<file path="config.mk">
export PLATFORM = sky130hd
export DESIGN_NAME = uart_tx_buffered
export DESIGN_NICKNAME = d
export VERILOG_FILES = /design/src/rtl/uart_tx_buffered.sv
export SDC_FILE = /design/constraint.sdc
export NUM_CORES = 1
export LEC_CHECK = 0
export ABC_AREA = 1
export BUFFER_PORTS_ARGS = -buffer_cell sky130_fd_sc_hd__buf_2
export CAP_MARGIN = 10
export CORE_ASPECT_RATIO = 2
export CORE_MARGIN = 5
export CORE_UTILIZATION = 43
export CTS_CLUSTER_SIZE = 14
export DETAILED_ROUTE_END_ITERATION = 8
export GPL_TIMING_DRIVEN = 0
export PLACE_DENSITY = 0.63
export RECOVER_POWER = 25
export SLEW_MARGIN = 20
export SYNTH_ARGS = -nofsm -noshare
export SYNTH_HDL_FRONTEND = slang
export SYNTH_SLANG_ARGS = --single-unit
</file>
<file path="constraint.sdc">
create_clock -name clk -period 2.39 [get_ports clk]
set_clock_uncertainty 0.1 [all_clocks]
set_input_delay 0.478 -clock clk [delete_from_list [all_inputs] [get_ports clk]]
set_output_delay 0.478 -clock clk [all_outputs]
set_load 0.01 [all_outputs]
</file>
<file path="src/rtl/uart_tx_buffered.sv">
`default_nettype none
// ============================================================================
// Module   : uart_tx_buffered
// Purpose  : Buffered UART transmitter. Producers push bytes into a byte FIFO;
//            a frame FSM pops them and serialises each one LSB-first onto the
//            serial line at a fixed baud rate. Back-to-back queued bytes are
//            sent with no idle gap between frames.
// Options  : UART_TX_PARITY_EN - when defined, an even-parity bit is inserted
//            after the data bits (8E1). When undefined, the frame is 8N1.
// Ports    : clk          system clock, all logic on the rising edge
//            rst          synchronous reset, active-high
//            i_wr_en      push i_wr_data this cycle
//            i_wr_data    byte to transmit
//            o_full       FIFO holds FIFO_DEPTH bytes (registered)
//            o_empty      FIFO holds no bytes (registered)
//            o_fifo_cnt   bytes queued, excluding the byte in the shifter
//            o_overflow   1-cycle pulse after a write attempted while full
//            o_busy       frame in progress on the line
//            o_byte_done  1-cycle pulse on the last cycle of a stop bit
//            o_tx         serial line, idle high (registered)
// Revision : 1.0 - initial release
// ============================================================================
module uart_tx_buffered #(
    parameter int CLK_FREQ   = 100_000_000,
    parameter int BAUD       = 115200,
    parameter int FIFO_DEPTH = 16
) (
    input  logic                          clk,
    input  logic                          rst,
    input  logic                          i_wr_en,
    input  logic [7:0]                    i_wr_data,
    output logic                          o_full,
    output logic                          o_empty,
    output logic [$clog2(FIFO_DEPTH):0]   o_fifo_cnt,
    output logic                          o_overflow,
    output logic                          o_busy,
    output logic                          o_byte_done,
    output logic                          o_tx
);

    localparam int c_AW           = $clog2(FIFO_DEPTH);
    localparam int c_CLKS_PER_BIT = CLK_FREQ / BAUD;
    // Keep the baud counter at least one bit wide even for 1 clock per bit.
    localparam int c_CW           = (c_CLKS_PER_BIT > 1) ? $clog2(c_CLKS_PER_BIT) : 1;

    localparam logic [c_CW-1:0] c_BAUD_LAST = c_CW'(c_CLKS_PER_BIT - 1);
    localparam logic [c_CW-1:0] c_BAUD_ONE  = c_CW'(1);
    localparam logic [c_AW-1:0] c_PTR_ONE   = c_AW'(1);
    localparam logic [c_AW:0]   c_CNT_ONE   = (c_AW + 1)'(1);
    localparam logic [c_AW:0]   c_CNT_FULL  = (c_AW + 1)'(FIFO_DEPTH);

    localparam logic [2:0] c_ST_IDLE   = 3'd0;
    localparam logic [2:0] c_ST_START  = 3'd1;
    localparam logic [2:0] c_ST_DATA   = 3'd2;
    localparam logic [2:0] c_ST_STOP   = 3'd3;
`ifdef UART_TX_PARITY_EN
    localparam logic [2:0] c_ST_PARITY = 3'd4;
`endif

    // ------------------------------------------------------------------
    // Byte FIFO
    // ------------------------------------------------------------------
    logic [7:0]      r_mem [FIFO_DEPTH];
    logic [c_AW-1:0] r_wr_ptr;
    logic [c_AW-1:0] r_rd_ptr;
    logic [c_AW:0]   r_cnt;
    logic [c_AW:0]   w_cnt_next;
    logic            r_full;
    logic            r_empty;
    logic            r_overflow;
    logic            w_wr_acc;
    logic            w_pop;
    logic [7:0]      w_rd_data;

    // Acceptance is judged on the registered full flag only, so a write that
    // coincides with a pop on a full FIFO is still dropped.
    assign w_wr_acc  = i_wr_en && !r_full;
    assign w_rd_data = r_mem[r_rd_ptr];

    always_ff @(posedge clk) begin
        if (w_wr_acc) begin
            r_mem[r_wr_ptr] <= i_wr_data;
        end
    end

    always_comb begin
        w_cnt_next = r_cnt;
        if (w_wr_acc && !w_pop) begin
            w_cnt_next = r_cnt + c_CNT_ONE;
        end else if (!w_wr_acc && w_pop) begin
            w_cnt_next = r_cnt - c_CNT_ONE;
        end
    end

    always_ff @(posedge clk) begin
        if (rst) begin
            r_wr_ptr   <= '0;
            r_rd_ptr   <= '0;
            r_cnt      <= '0;
            r_full     <= 1'b0;
            r_empty    <= 1'b1;
            r_overflow <= 1'b0;
        end else begin
            if (w_wr_acc) begin
                r_wr_ptr <= r_wr_ptr + c_PTR_ONE;
            end
            if (w_pop) begin
                r_rd_ptr <= r_rd_ptr + c_PTR_ONE;
            end
            r_cnt      <= w_cnt_next;
            r_full     <= (w_cnt_next == c_CNT_FULL);
            r_empty    <= (w_cnt_next == '0);
            r_overflow <= i_wr_en && r_full;
        end
    end

    // ------------------------------------------------------------------
    // Frame FSM
    // ------------------------------------------------------------------
    logic [2:0]      r_state;
    logic [2:0]      w_state_next;
    logic [c_CW-1:0] r_baud;
    logic [2:0]      r_bit;
    logic [2:0]      w_bit_next;
    logic [7:0]      r_shift;
    logic            r_tx;
    logic            w_tx_next;
    logic            w_baud_clr;
    logic            w_shift_adv;
    logic            w_byte_done;
    logic            w_bit_end;

`ifdef UART_TX_PARITY_EN
    logic            r_parity;

    always_ff @(posedge clk) begin
        if (rst) begin
            r_parity <= 1'b0;
        end else if (w_pop) begin
            r_parity <= ^w_rd_data;
        end
    end
`endif

    assign w_bit_end = (r_baud == c_BAUD_LAST);

    always_comb begin
        w_state_next = r_state;
        w_tx_next    = r_tx;
        w_bit_next   = r_bit;
        w_baud_clr   = 1'b0;
        w_pop        = 1'b0;
        w_shift_adv  = 1'b0;
        w_byte_done  = 1'b0;
        case (r_state)
            c_ST_IDLE: begin
                w_tx_next = 1'b1;
                if (!r_empty) begin
                    w_pop        = 1'b1;
                    w_state_next = c_ST_START;
                    w_tx_next    = 1'b0;
                    w_baud_clr   = 1'b1;
                end
            end
            c_ST_START: begin
                if (w_bit_end) begin
                    w_state_next = c_ST_DATA;
                    w_tx_next    = r_shift[0];
                    w_bit_next   = 3'd0;
                    w_baud_clr   = 1'b1;
                end
            end
            c_ST_DATA: begin
                if (w_bit_end) begin
                    w_baud_clr = 1'b1;
                    if (r_bit == 3'd7) begin
`ifdef UART_TX_PARITY_EN
                        w_state_next = c_ST_PARITY;
                        w_tx_next    = r_parity;
`else
                        w_state_next = c_ST_STOP;
                        w_tx_next    = 1'b1;
`endif
                    end else begin
                        // The shifter moves right, so the next bit on the
                        // line is the one currently in position 1.
                        w_bit_next  = r_bit + 3'd1;
                        w_shift_adv = 1'b1;
                        w_tx_next   = r_shift[1];
                    end
                end
            end
`ifdef UART_TX_PARITY_EN
            c_ST_PARITY: begin
                if (w_bit_end) begin
                    w_state_next = c_ST_STOP;
                    w_tx_next    = 1'b1;
                    w_baud_clr   = 1'b1;
                end
            end
`endif
            c_ST_STOP: begin
                if (w_bit_end) begin
                    w_byte_done = 1'b1;
                    w_baud_clr  = 1'b1;
                    if (!r_empty) begin
                        // Chain straight into the next frame with no idle gap.
                        w_pop        = 1'b1;
                        w_state_next = c_ST_START;
                        w_tx_next    = 1'b0;
                    end else begin
                        w_state_next = c_ST_IDLE;
                        w_tx_next    = 1'b1;
                    end
                end
            end
            default: begin
                w_state_next = c_ST_IDLE;
                w_tx_next    = 1'b1;
            end
        endcase
    end

    always_ff @(posedge clk) begin
        if (rst) begin
            r_state <= c_ST_IDLE;
            r_baud  <= '0;
            r_bit   <= 3'd0;
            r_shift <= 8'h00;
            r_tx    <= 1'b1;
        end else begin
            r_state <= w_state_next;
            r_bit   <= w_bit_next;
            r_tx    <= w_tx_next;
            if (w_baud_clr || (r_state == c_ST_IDLE)) begin
                r_baud <= '0;
            end else begin
                r_baud <= r_baud + c_BAUD_ONE;
            end
            if (w_pop) begin
                r_shift <= w_rd_data;
            end else if (w_shift_adv) begin
                r_shift <= {1'b0, r_shift[7:1]};
            end
        end
    end

    assign o_full      = r_full;
    assign o_empty     = r_empty;
    assign o_fifo_cnt  = r_cnt;
    assign o_overflow  = r_overflow;
    assign o_busy      = (r_state != c_ST_IDLE);
    assign o_byte_done = w_byte_done;
    assign o_tx        = r_tx;

endmodule
`default_nettype wire

</file>
==> results.md <==
* Worst Setup End Kind: register
* # DRC at 0
* EDFF count, synth at 128
* Total Routed Length at 18.7 mm
* Post-Syn Area per Cell at 11.0 um^2
* Delay-heaviest family, CP: buffers and inverters
* Leak Pwr at 2.90 nW
* Crit path launch type: register
* Final Power at 0.00856 W
* Initial DRT Pass Iterations at 4
* Total track usage at 19.6%
* Cell mode on critical path: nand2_1
* Reg-to-reg endpoint: r_shift[1]$_SDFFE_PP0P_
* Vias in the first global route at 5285
* PD cells at 1040 mW/mm^2
* # setup viols final at 0
* Detailed-route via count at 5226
* Fraction of the yosys area taken by sequential cells at 65.4%
* CP arrival at 2490 ps
* Nets at 724
* Die Area at 0.0196 mm^2
* Vias per cell at 5.69
* Worst Tran Pin Value at 1060 ps
* Cell variety after synth at 39
* Width of the die at 102 um
* CTS sink cnt at 172
* Filler cell count at 1513
* Worst path max stage delay at 440 ps
* Hold/Removal Path Class: input port to register
* # hold bufs at CTS at 0
* Fin crit share at 93.2%
* CTS tree: done
* Critical Path Fanout Max at 10
* Main synth FF type: edfxtp_1
* WS Path Type: register to register
* Avg WL per Cell at 20.4 um
* Max Cap Violations at 0
* CTS max path bufs at 2
* Initial Utilization at 43.3%
* Reg2Reg Depth at 8
* Synth area leader: edfxtp_1
* Top cell type's share of synthesized area at 53.2%
* Diodes inserted at 0
* Num CTS Buffers at 17
* FFs w/ async S/R, synth at 0%
* Worst hold path endpoint: o_overflow$_SDFF_PP0_
* P&R area growth vs syn at 13.6%
* Reg clk slew, reported paths at 70 ps
* Minimum clock period at 2230 ps
* Hold slack at 168 ps
* First-pass GRT wire length at 28.6 mm
* Core Area at 0.0167 mm^2
* Most common cell after layout, fill and taps aside: edfxtp_1
* R2R setup slack at 160 ps
* IO Port Bufs at 21
* Rows at 67
* Synthesized cell area at 0.00722 mm^2
* Num ports at 22
* Max Transition Viols Final at 0
* Status: finished, final reports clean
* Data required, critical path at 2650 ps
* Slew margin rel. at 29.2%
* Clk_lat worst skew at 430 ps
* Root Driver: clkbuf_16
* Fmax at 449 MHz
* Crit path buf inv count at 2
* DP HPWL at 13.2 mm
* Largest net degree at the start of global routing at 17
* GP Congestion at 0.916
* Worst Hold Depth at 3
* GR Overflow Total at 0
* Slowest-stage cell, CP: clkbuf_1
* Layout cells sized above 1 at 12.9%
* CTS HTree Levels at 4
* Worst ir drop on vdd at 491 uV
* Yosys warnings at 0
* Syn_nets at 684
* Final ANT Viol Nets at 0
* Die Span Y at 193 um
* Flops & latches, synth at 172
* Initial antenna violation count at 0
* Commonest cells after routing, fill and taps aside: 128 x edfxtp_1, 108 x nor2_1, 76 x nand2_1, 67 x o21ai_0, 44 x dfxtp_1
* Drt initial violations at 442
* Hold Startpoint: i_wr_en
* Final Hold Vio Count at 0
* RSZ-0062 raised after global routing: false
* Post-Syn Instances at 659
* Synth area leaders: edfxtp_1 53%, dfxtp_1 12%, nor2_1 5.8%, o21ai_0 4.6%, nand2_1 4.0%
* CP cell instances: buf_2 > clkbuf_1 > o21ai_0 > o221ai_1 > nand3_1 > nand2_1 > nand2_1 > a31oi_1
==> per-layer routing <==
layer	share of wire (%)	GRT usage (%)
met5	0	0
met4	5.8	11.6
met3	4.4	3.53
met2	56	36.2
met1	34	19.5
==> metrics by stage <==
stage	area [um^2]	setup WS (ps)	TNS, ps	std cells	util (%)
finish	8200	162	0	919	49.1
global route	8200	49.5	0	919	49.1
CTS	8190	23.5	0	919	49.1
detailed placement	7580	-218	-6400	887	45.5
global placement	7580	-173	-4700	887	45.5
floorplan	7220	470	0	659	-
==> synthesized netlist by cell type, types with 6 or more instances <==
| master | count |
|---|---|
| clkbuf_1 | 14 |
| nand2_1 | 76 |
| o22ai_1 | 9 |
| a21oi_1 | 31 |
| o211ai_1 | 11 |
| o221ai_1 | 14 |
| o21ai_0 | 67 |
| xor2_1 | 7 |
| nor2_2 | 6 |
| edfxtp_1 | 128 |
| nor2_1 | 112 |
| dfxtp_1 | 44 |
| ha_1 | 14 |
| nand3_1 | 28 |
| inv_1 | 37 |
| buf_2 | 11 |
==> how the worst max path moves through the flow <==
| stage | from | slack (ps) | cells after the start | endpoint |
|---|---|---|---|---|
| floorplan | i_wr_en | 470 | 6 | r_mem[3][0]$_DFFE_PP_ |
| CTS | o_full$_SDFF_PP0_ | 20 | 5 | r_mem[3][3]$_DFFE_PP_ |
| finish | register | 160 | 8 | r_shift[1]$_SDFFE_PP0P_ |
| global placement | i_wr_en | -170 | 7 | r_mem[15][4]$_DFFE_PP_ |
| detailed placement | i_wr_en | -220 | 7 | r_mem[15][6]$_DFFE_PP_ |
| global route | register | 50 | 9 | r_shift[1]$_SDFFE_PP0P_ |
==> what timing repair did <==
action | in CTS | in global routing
setup endpoints to repair | 4 | 27
buffers inserted | 0 | 0
pin swaps | 0 | 1
gates resized for setup | 1 | 10
==> cells by family after synthesis <==
family / share of synthesized area, %
AOI/OAI and AO/OA: 12.0
xor gates and xnor gates: 0.971
adders and majority gates: 2.43
buffers and inverters: 3.93
DFF: 65.4
muxes: 0.416
and+or+nand+nor: 14.8
==> flip-flops by register name, indices dropped and copies added (netlist names), 2 cells and up, named ones only <==
signal / count
o_fifo_cnt: 5
r_baud: 10
r_bit: 3
r_mem: 128
r_rd_ptr: 4
r_shift: 8
r_state: 2
r_wr_ptr: 4
==> layout make-up <==
class	instances	area [um^2]	share of cell area, %
flip-flops and latches	172	4720	57.6
well taps	207	259	3.16
repair buffers	21	97.6	1.19
plain buffers	28	133	1.62
inverters	41	154	1.88
clock inverters	11	88.8	1.08
multi-input cells	418	2230	27.2
clock buffers	21	514	6.27
==> power by group <==
part           total [W]  switching [W]  leakage, nW  internal [W]
Sequential       0.00349       0.000112         1.51       0.00338
Combinational    0.00231        0.00160         1.09      0.000707
Clock            0.00277        0.00120        0.298       0.00157
==> worst register-to-register path, stage by stage (launching register included) <==
cell and delay [ps]:
dfxtp_1 330, buf_2 280, clkbuf_1 450, o21ai_0 300
o221ai_1 250, nand3_1 150, nand2_1 110, nand2_1 70
a31oi_1 120
Note: power is estimated with default switching activity, not from simulation.
